==> src/rtl/id_stage_hz_pkg.sv <==
// id_stage_hz_pkg: shared definitions for the ID stage.
//   - MIPS opcode / funct encodings understood by the decoder
//   - ctrl_t: the registered control bundle (field order is the ID/EX layout)
//   - NOP / HALT encodings and the default link register index
package id_stage_hz_pkg;

  localparam logic [5:0] OP_RTYPE = 6'h00;
  localparam logic [5:0] OP_J     = 6'h02;
  localparam logic [5:0] OP_JAL   = 6'h03;
  localparam logic [5:0] OP_BEQ   = 6'h04;
  localparam logic [5:0] OP_BNE   = 6'h05;
  localparam logic [5:0] OP_ADDI  = 6'h08;
  localparam logic [5:0] OP_SLTI  = 6'h0A;
  localparam logic [5:0] OP_ANDI  = 6'h0C;
  localparam logic [5:0] OP_ORI   = 6'h0D;
  localparam logic [5:0] OP_XORI  = 6'h0E;
  localparam logic [5:0] OP_LUI   = 6'h0F;
  localparam logic [5:0] OP_LB    = 6'h20;
  localparam logic [5:0] OP_LH    = 6'h21;
  localparam logic [5:0] OP_LW    = 6'h23;
  localparam logic [5:0] OP_LBU   = 6'h24;
  localparam logic [5:0] OP_LHU   = 6'h25;
  localparam logic [5:0] OP_SB    = 6'h28;
  localparam logic [5:0] OP_SH    = 6'h29;
  localparam logic [5:0] OP_SW    = 6'h2B;
  localparam logic [5:0] OP_HALT  = 6'h3F;

  localparam logic [5:0] FN_SLL  = 6'h00;
  localparam logic [5:0] FN_SRL  = 6'h02;
  localparam logic [5:0] FN_SRA  = 6'h03;
  localparam logic [5:0] FN_JR   = 6'h08;
  localparam logic [5:0] FN_JALR = 6'h09;
  localparam logic [5:0] FN_ADD  = 6'h20;
  localparam logic [5:0] FN_ADDU = 6'h21;
  localparam logic [5:0] FN_SUB  = 6'h22;
  localparam logic [5:0] FN_AND  = 6'h24;
  localparam logic [5:0] FN_OR   = 6'h25;
  localparam logic [5:0] FN_XOR  = 6'h26;
  localparam logic [5:0] FN_NOR  = 6'h27;
  localparam logic [5:0] FN_SLT  = 6'h2A;

  localparam int REG_LINK_DEF = 31;

  typedef struct packed {
    logic reg_dest;
    logic alu_src;
    logic mem_read;
    logic mem_write;
    logic reg_write;
    logic byte_en;
    logic half_en;
    logic word_en;
  } ctrl_t;

  localparam ctrl_t       CTRL_NOP  = '0;
  localparam logic [31:0] INST_NOP  = 32'h0000_0000;
  localparam logic [31:0] INST_HALT = {OP_HALT, 26'h0};

endpackage

==> src/rtl/id_stage_hz_bank_register.sv <==
// bank_register: 2**NB_REG x NB_DATA register bank, two combinational read
// ports with write-through, one posedge write port. Entry 0 is hardwired 0.
//   i_clock, i_reset (async, active-high)
//   i_wr_en, i_wr_addr, i_wr_data : write port
//   i_rd_addr_a/b -> o_rd_data_a/b : read ports
module bank_register #(
  parameter int NB_DATA = 32,
  parameter int NB_REG  = 5
) (
  input  logic               i_clock,
  input  logic               i_reset,
  input  logic               i_wr_en,
  input  logic [NB_REG-1:0]  i_wr_addr,
  input  logic [NB_DATA-1:0] i_wr_data,
  input  logic [NB_REG-1:0]  i_rd_addr_a,
  input  logic [NB_REG-1:0]  i_rd_addr_b,
  output logic [NB_DATA-1:0] o_rd_data_a,
  output logic [NB_DATA-1:0] o_rd_data_b
);
  localparam int DEPTH = 2**NB_REG;

  logic [NB_DATA-1:0] r_bank [DEPTH];
  logic               w_wr;

  assign w_wr = i_wr_en && (i_wr_addr != '0);

  always_ff @(posedge i_clock or posedge i_reset) begin
    if (i_reset) begin
      for (int i = 0; i < DEPTH; i++) r_bank[i] <= '0;
    end else if (w_wr) begin
      r_bank[i_wr_addr] <= i_wr_data;
    end
  end

  // write-through: a WB in the same cycle is visible to the decoder
  assign o_rd_data_a = (i_rd_addr_a == '0) ? '0 :
                       (w_wr && i_wr_addr == i_rd_addr_a) ? i_wr_data : r_bank[i_rd_addr_a];
  assign o_rd_data_b = (i_rd_addr_b == '0) ? '0 :
                       (w_wr && i_wr_addr == i_rd_addr_b) ? i_wr_data : r_bank[i_rd_addr_b];
endmodule

==> src/rtl/id_stage_hz.sv <==
// id_stage_hz: instruction decode stage with register bank, branch/jump
// resolution, load-use hazard detection and a registered ID/EX output.
//   in : i_clock, i_reset, i_enable, i_inst, i_pc (PC+4), WB port,
//        EX load info (i_ex_mem_read, i_ex_rt)
//   out: fetch control (o_pc_write, o_if_id_write, o_flush_if, o_next_pc,
//        o_stall) and the registered ID/EX bundle (control, operands, regs, pc)
module id_stage_hz
  import id_stage_hz_pkg::*;
#(
  parameter int NB_INST   = 32,
  parameter int NB_PC     = 32,
  parameter int NB_DATA   = 32,
  parameter int NB_REG    = 5,
  parameter int NB_OPCODE = 6,
  parameter int REG_LINK  = REG_LINK_DEF
) (
  input  logic                 i_clock,
  input  logic                 i_reset,
  input  logic                 i_enable,
  input  logic [NB_INST-1:0]   i_inst,
  input  logic [NB_PC-1:0]     i_pc,
  input  logic                 i_wb_reg_write,
  input  logic [NB_REG-1:0]    i_wb_reg,
  input  logic [NB_DATA-1:0]   i_wb_data,
  input  logic                 i_ex_mem_read,
  input  logic [NB_REG-1:0]    i_ex_rt,
  output logic                 o_pc_write,
  output logic                 o_if_id_write,
  output logic                 o_flush_if,
  output logic [NB_PC-1:0]     o_next_pc,
  output logic                 o_stall,
  output logic                 o_reg_dest,
  output logic                 o_alu_src,
  output logic                 o_mem_read,
  output logic                 o_mem_write,
  output logic                 o_reg_write,
  output logic                 o_halt,
  output logic [NB_OPCODE-1:0] o_alu_op,
  output logic                 o_byte_en,
  output logic                 o_half_en,
  output logic                 o_word_en,
  output logic [NB_DATA-1:0]   o_data_a,
  output logic [NB_DATA-1:0]   o_data_b,
  output logic [NB_DATA-1:0]   o_immediate,
  output logic [NB_DATA-1:0]   o_shamt,
  output logic [NB_REG-1:0]    o_rs,
  output logic [NB_REG-1:0]    o_rt,
  output logic [NB_REG-1:0]    o_rd,
  output logic [NB_PC-1:0]     o_pc
);
  logic [5:0]         w_op, w_fn;
  logic [15:0]        w_imm16;
  logic [25:0]        w_tgt;
  logic [NB_REG-1:0]  w_rs, w_rt, w_rd;
  logic [NB_DATA-1:0] w_data_a, w_data_b, w_imm;

  assign w_op    = i_inst[31:26];
  assign w_fn    = i_inst[5:0];
  assign w_imm16 = i_inst[15:0];
  assign w_tgt   = i_inst[25:0];
  assign w_rs    = NB_REG'(i_inst[25:21]);
  assign w_rt    = NB_REG'(i_inst[20:16]);
  assign w_rd    = NB_REG'(i_inst[15:11]);

  bank_register #(.NB_DATA(NB_DATA), .NB_REG(NB_REG)) u_bank (
    .i_clock     (i_clock),
    .i_reset     (i_reset),
    .i_wr_en     (i_wb_reg_write),
    .i_wr_addr   (i_wb_reg),
    .i_wr_data   (i_wb_data),
    .i_rd_addr_a (w_rs),
    .i_rd_addr_b (w_rt),
    .o_rd_data_a (w_data_a),
    .o_rd_data_b (w_data_b)
  );

  // ---------------- decode ----------------
  ctrl_t                w_ctrl;
  logic [NB_OPCODE-1:0] w_alu_op;
  logic w_is_halt, w_rd_rt, w_zext, w_lui, w_br, w_jmp, w_jreg, w_jal;

  always_comb begin
    w_ctrl    = CTRL_NOP;
    w_alu_op  = '0;
    w_is_halt = 1'b0;
    w_rd_rt   = 1'b0;
    w_zext    = 1'b0;
    w_lui     = 1'b0;
    w_br      = 1'b0;
    w_jmp     = 1'b0;
    w_jreg    = 1'b0;
    w_jal     = 1'b0;
    case (w_op)
      OP_RTYPE: begin
        w_rd_rt = 1'b1;
        case (w_fn)
          FN_ADD, FN_ADDU, FN_SUB, FN_AND, FN_OR, FN_XOR, FN_NOR,
          FN_SLT, FN_SLL, FN_SRL, FN_SRA, FN_JALR: begin
            w_ctrl.reg_dest  = 1'b1;
            w_ctrl.reg_write = 1'b1;
            w_alu_op         = NB_OPCODE'(w_fn);
            w_jreg           = (w_fn == FN_JALR);
          end
          FN_JR: begin
            w_alu_op = NB_OPCODE'(w_fn);
            w_jreg   = 1'b1;
          end
          default: ;
        endcase
      end
      OP_ADDI, OP_SLTI, OP_ANDI, OP_ORI, OP_XORI, OP_LUI: begin
        w_ctrl.alu_src   = 1'b1;
        w_ctrl.reg_write = 1'b1;
        w_alu_op         = NB_OPCODE'(w_op);
        w_zext           = (w_op == OP_ANDI) || (w_op == OP_ORI) || (w_op == OP_XORI);
        w_lui            = (w_op == OP_LUI);
      end
      OP_LB, OP_LBU, OP_LH, OP_LHU, OP_LW: begin
        w_ctrl.alu_src   = 1'b1;
        w_ctrl.mem_read  = 1'b1;
        w_ctrl.reg_write = 1'b1;
        w_ctrl.byte_en   = (w_op == OP_LB) || (w_op == OP_LBU);
        w_ctrl.half_en   = (w_op == OP_LH) || (w_op == OP_LHU);
        w_ctrl.word_en   = (w_op == OP_LW);
        w_alu_op         = NB_OPCODE'(w_op);
      end
      OP_SB, OP_SH, OP_SW: begin
        w_rd_rt          = 1'b1;
        w_ctrl.alu_src   = 1'b1;
        w_ctrl.mem_write = 1'b1;
        w_ctrl.byte_en   = (w_op == OP_SB);
        w_ctrl.half_en   = (w_op == OP_SH);
        w_ctrl.word_en   = (w_op == OP_SW);
        w_alu_op         = NB_OPCODE'(w_op);
      end
      OP_BEQ, OP_BNE: begin
        w_rd_rt  = 1'b1;
        w_br     = 1'b1;
        w_alu_op = NB_OPCODE'(w_op);
      end
      OP_J, OP_JAL: begin
        w_jmp            = 1'b1;
        w_jal            = (w_op == OP_JAL);
        w_ctrl.reg_write = (w_op == OP_JAL);
        w_alu_op         = NB_OPCODE'(w_op);
      end
      OP_HALT: begin
        w_is_halt = 1'b1;
        w_alu_op  = NB_OPCODE'(w_op);
      end
      default: ;
    endcase
  end

  always_comb begin
    if (w_lui)       w_imm = NB_DATA'({w_imm16, 16'h0000});
    else if (w_zext) w_imm = NB_DATA'(w_imm16);
    else             w_imm = {{(NB_DATA-16){w_imm16[15]}}, w_imm16};
  end

  // ---------------- hazards / control flow ----------------
  logic r_halt;
  logic w_stall, w_br_take, w_taken, w_bubble;

  assign w_stall = i_ex_mem_read && (i_ex_rt != '0) &&
                   ((i_ex_rt == w_rs) || (w_rd_rt && (i_ex_rt == w_rt)));

  // BEQ takes on equal, BNE on not-equal
  assign w_br_take = w_br && ((w_data_a == w_data_b) == (w_op == OP_BEQ));
  // a stalled branch is left for the retry next cycle
  assign w_taken   = !w_stall && (w_br_take || w_jmp || w_jreg);

  always_comb begin
    if (w_jreg)     o_next_pc = NB_PC'(w_data_a);
    else if (w_jmp) o_next_pc = {i_pc[NB_PC-1:28], w_tgt, 2'b00};
    else if (w_br)  o_next_pc = i_pc + {{(NB_PC-18){w_imm16[15]}}, w_imm16, 2'b00};
    else            o_next_pc = i_pc;
  end

  assign o_stall       = w_stall;
  assign o_flush_if    = w_taken;
  assign o_pc_write    = !w_stall && !r_halt;
  assign o_if_id_write = !w_stall && !r_halt;

  // ---------------- ID/EX register ----------------
  ctrl_t                r_ctrl;
  logic [NB_OPCODE-1:0] r_alu_op;
  logic [NB_DATA-1:0]   r_data_a, r_data_b, r_imm, r_shamt;
  logic [NB_REG-1:0]    r_rs, r_rt, r_rd;
  logic [NB_PC-1:0]     r_pc;

  assign w_bubble = w_stall || r_halt;

  always_ff @(posedge i_clock or posedge i_reset) begin
    if (i_reset) begin
      r_ctrl   <= CTRL_NOP;
      r_alu_op <= '0;
      r_data_a <= '0;
      r_data_b <= '0;
      r_imm    <= '0;
      r_shamt  <= '0;
      r_rs     <= '0;
      r_rt     <= '0;
      r_rd     <= '0;
      r_pc     <= '0;
      r_halt   <= 1'b0;
    end else if (i_enable) begin
      if (w_bubble) begin
        r_ctrl   <= CTRL_NOP;
        r_alu_op <= '0;
        r_data_a <= '0;
        r_data_b <= '0;
        r_imm    <= '0;
        r_shamt  <= '0;
        r_rs     <= '0;
        r_rt     <= '0;
        r_rd     <= '0;
        r_pc     <= '0;
      end else begin
        r_ctrl   <= w_ctrl;
        r_alu_op <= w_alu_op;
        r_data_a <= w_data_a;
        r_data_b <= w_data_b;
        r_imm    <= w_imm;
        r_shamt  <= NB_DATA'(i_inst[10:6]);
        r_rs     <= w_rs;
        r_rt     <= w_rt;
        r_rd     <= w_jal ? NB_REG'(REG_LINK) : w_rd;
        r_pc     <= i_pc;
        if (w_is_halt) r_halt <= 1'b1;
      end
    end
  end

  assign o_reg_dest  = r_ctrl.reg_dest;
  assign o_alu_src   = r_ctrl.alu_src;
  assign o_mem_read  = r_ctrl.mem_read;
  assign o_mem_write = r_ctrl.mem_write;
  assign o_reg_write = r_ctrl.reg_write;
  assign o_byte_en   = r_ctrl.byte_en;
  assign o_half_en   = r_ctrl.half_en;
  assign o_word_en   = r_ctrl.word_en;
  assign o_halt      = r_halt;
  assign o_alu_op    = r_alu_op;
  assign o_data_a    = r_data_a;
  assign o_data_b    = r_data_b;
  assign o_immediate = r_imm;
  assign o_shamt     = r_shamt;
  assign o_rs        = r_rs;
  assign o_rt        = r_rt;
  assign o_rd        = r_rd;
  assign o_pc        = r_pc;
endmodule

==> config.mk <==
export PLATFORM = sky130hd
export DESIGN_NAME = id_stage_hz
export DESIGN_NICKNAME = d
export VERILOG_FILES = /design/src/rtl/id_stage_hz_pkg.sv /design/src/rtl/id_stage_hz_bank_register.sv /design/src/rtl/id_stage_hz.sv
export SDC_FILE = /design/constraint.sdc
export NUM_CORES = 2
export LEC_CHECK = 0
export CORE_ASPECT_RATIO = 0.7
export CORE_MARGIN = 3
export CORE_UTILIZATION = 39
export DETAILED_ROUTE_END_ITERATION = 8
export GPL_TIMING_DRIVEN = 0
export HOLD_SLACK_MARGIN = 0.08
export SYNTH_ARGS = -nofsm -noshare
export SYNTH_HDL_FRONTEND = slang
export SYNTH_SLANG_ARGS = --single-unit
==> constraint.sdc <==
create_clock -name i_clock -period 92.8 [get_ports i_clock]
set_input_delay 18.56 -clock i_clock [delete_from_list [all_inputs] [get_ports i_clock]]
set_output_delay 18.56 -clock i_clock [all_outputs]
set_load 0.02 [all_outputs]
==> results.txt <==
Status - finished with violations
Failing checks - capacitance limit, slew limit
CTS Root Cell - clkbuf_16
Endpoint type of the worst setup path - output pin
RR Startpoint - u_bank.r_bank[773]
Ys flop type - dfrtp_1
Remaining Overflow, GRT - 0
Cell row count - 123
Finished Layout Cells - 7484
Die Y - 345 um
Least-Margin Pin Slew - 1680 ps
Pwr/cell area - 21.7 nW/um2
Multi-input logic area - 31900 um2
Max-Cap Viols - 29
R2R depth - 5
Routed vias - 51.8k
Synth Register Bits - 1187
Top cells by area, synth - dfrtp_1, mux4_2, mux2_2
R2r endpoint - o_data_a[5]
Synthesis Warnings - 0
Met3 Usage GRT - 0.222
Vias in the first global route - 48.3k
Largest fanout on the critical path - 10
Worst Setup EP - o_flush_if
Leak - 31.8 nW
CP required - 74240 ps
PnR worst setup slack - 46920 ps
Initial antenna violation count - 30
Clock transition at path regs - 70 ps
DRT Wirelength - 322000 um
WS Path Type - input pin to output pin
Core box area - 162000 um2
First-pass GRT wire length - 428000 um
H-tree Lvls - 3
Worst-Skew Late Latency - 790 ps
Synthesized area - 64000 um2
Dpl cells - 7231
DR WL/cell - 43.1 um
Slew Limit Fails - 279
Detailed Place HPWL - 228000 um
Chip Width - 490 um
VDD IR max - 0.0000169 V
Startpoint Class - input pin
I/O Buffers - 301
Data arrival time of the critical path - 27320 ps
Drt drc - 0
Die area - 169000 um2
Reg2reg setup slack - 89790 ps
Initial Util - 0.395
Layout cells sized above 1 - 0.362
Async SR Flop Fraction - 1.00
Unique masters post-synth - 74
Seq. cell area - 29700 um2
Final hold slack - 464 ps
Largest net degree at the start of global routing - 127
CTS Buf Count - 116
Hold Buf Count CTS - 0
Post-Syn Instances - 4686
Dpl ws - 47260 ps
Busiest grt layer - met1
Setup TNS - 0 ps
Postcts setup bufs - 0
Hold crit path type - register to register
CTS resizes - 0
Min cycle time layout - 45880 ps
Vias/cell - 6.93
# IOs - 337
1st-pass router iterations - 9
Clock Path Buffers - 3
DRT antenna net count - 0
Cell taking the most area after synthesis - dfrtp_1
Drt first-iter violations - 8387
Worst setup path startpoint - i_inst[23]
Area delta synth->final - 17.3%
Fill cells - 14.5k
Hold violation total from the final report - 0
RSZ-0062 raised after global routing - false
Clock sinks - 1187
GPL Wtd Cong - 1.02
All-layer global routing usage - 0.372
Share of the synthesized area in the top cell type - 0.464
Final nets - 5305
Post-Syn Area per Cell - 13.7 um2
Final Setup Violations - 0
CTS tree - done
GR Util met2 - 0.467
Clk_skew - 30.6 ps
Max Freq - 21.8 MHz
Final period util - 0.494
Post-synth EDFFs - 0
Seq/Total Area, Yosys - 0.464
Rel. slew slack - -0.122
Met1 GRT Util - 0.501
## state kept, by name, indices dropped and copies added, names as in the netlist, 5 cells and up
name	flops
o_rs	5
o_rt	5
o_alu_op	6
o_data_a	32
u_bank.r_bank	1024
o_pc	32
o_immediate	32
o_rd	5
o_data_b	32
o_shamt	5
## placed cells by master, fill, tap and decap left out, types with 61 or more instances in the layout
cell | netlist | layout
o22ai_1 | 76 | 76
nand2_1 | 210 | 210
mux2_2 | 927 | 927
nor2_1 | 108 | 103
a22oi_1 | 120 | 120
dfrtp_1 | 1187 | 1187
mux2i_1 | 99 | 99
mux4_2 | 479 | 479
a21oi_1 | 101 | 100
buf_2 | 50 | 61
a22o_1 | 80 | 80
o21ai_0 | 138 | 138
clkdlybuf4s50_1 | 0 | 301
clkbuf_1 | 321 | 289
o2bb2ai_1 | 113 | 113
buf_4 | 81 | 81
clkbuf_16 | 0 | 120
## through the flow
stage,total power (W),utilization,area (um2)
after floorplan,0.000921,-,64100
after global placement,0.00106,0.431,69900
after detailed placement,0.00107,0.436,70600
after CTS,0.00161,0.463,74900
after global routing,0.00167,0.463,75000
final,0.00163,0.464,75100
## synth_stat cells (22+ instances only)
cell and instances:
o22ai_1 76, xor2_1 29, dfrtp_1 1187, mux2i_1 99, nor3_1 23, o21ai_0 138
buf_1 39, mux4_2 479, o2bb2ai_1 113, ha_1 29, clkbuf_1 321, nor4_1 24
nand3_1 46, buf_4 81, nor2_1 108, o211ai_1 26, a22oi_1 120, xnor2_1 45
nor2b_1 24, mux2_2 927, nand2_1 210, buf_6 27, buf_2 50, a22o_1 80
a21oi_1 101, a31oi_1 29, inv_1 22
## worst max-delay path, stage by stage
cell and delay [ps]:
clkdlybuf4s50_1 480, buf_2 240, buf_2 320, buf_1 920, nand3b_1 1390, o22ai_1 730, nor4_1 100, a21oi_1 1290
xor2_1 170, nor4_1 1350, nand4_1 410, nor4_4 410, mux2i_1 230, nand2_1 70, clkdlybuf4s50_1 590
## per-layer routing
layer / vias up / wire [um]
li1: 19000 / -
met1: 27400 / 126000
met2: 4477 / 121000
met3: 970 / 56500
met4: 32 / 18400
met5: - / 556
## layout make-up
type / count / share of cell area
multi-input combinational: 2984 / 0.425
sequential: 1187 / 0.396
timing repair buffer: 334 / 0.0490
clock buffer: 163 / 0.0462
tap: 2187 / 0.0365
buffer: 519 / 0.0347
clock inverter: 57 / 0.0108
inverter: 22 / 0.00120
antenna: 31 / 0.00103
## kinds of logic after synthesis
| kind of cell | after synthesis | synth area share |
|---|---|---|
| buffers and inverters | 541 | 0.0408 |
| AOI/OAI and AO/OA | 781 | 0.0858 |
| and+or+nand+nor | 559 | 0.0427 |
| muxes | 1513 | 0.350 |
| xor gates and xnor gates | 74 | 0.0101 |
| DFF | 1187 | 0.464 |
| adders and majority gates | 30 | 0.00598 |
| other | 1 | 0.0000586 |
## report_power, final
| part | leakage (nW) | internal (W) | switching (W) |
|---|---|---|---|
| registers | 15.2 | 0.000612 | 0.0000729 |
| clock network | 2.13 | 0.000313 | 0.000230 |
| logic | 14.5 | 0.000195 | 0.000206 |
## how the worst min path moves through the flow
stage	depth (start not counted)	from	endpoint
after floorplan	1	u_bank.r_bank[1005]	u_bank.r_bank[1005]
after global placement	1	u_bank.r_bank[1005]	u_bank.r_bank[1005]
after detailed placement	1	u_bank.r_bank[1005]	u_bank.r_bank[1005]
after CTS	1	u_bank.r_bank[1005]	u_bank.r_bank[1005]
after global routing	1	u_bank.r_bank[1005]	u_bank.r_bank[1005]
final	1	u_bank.r_bank[1005]	u_bank.r_bank[1005]
Power figures use the tool's default switching activity.
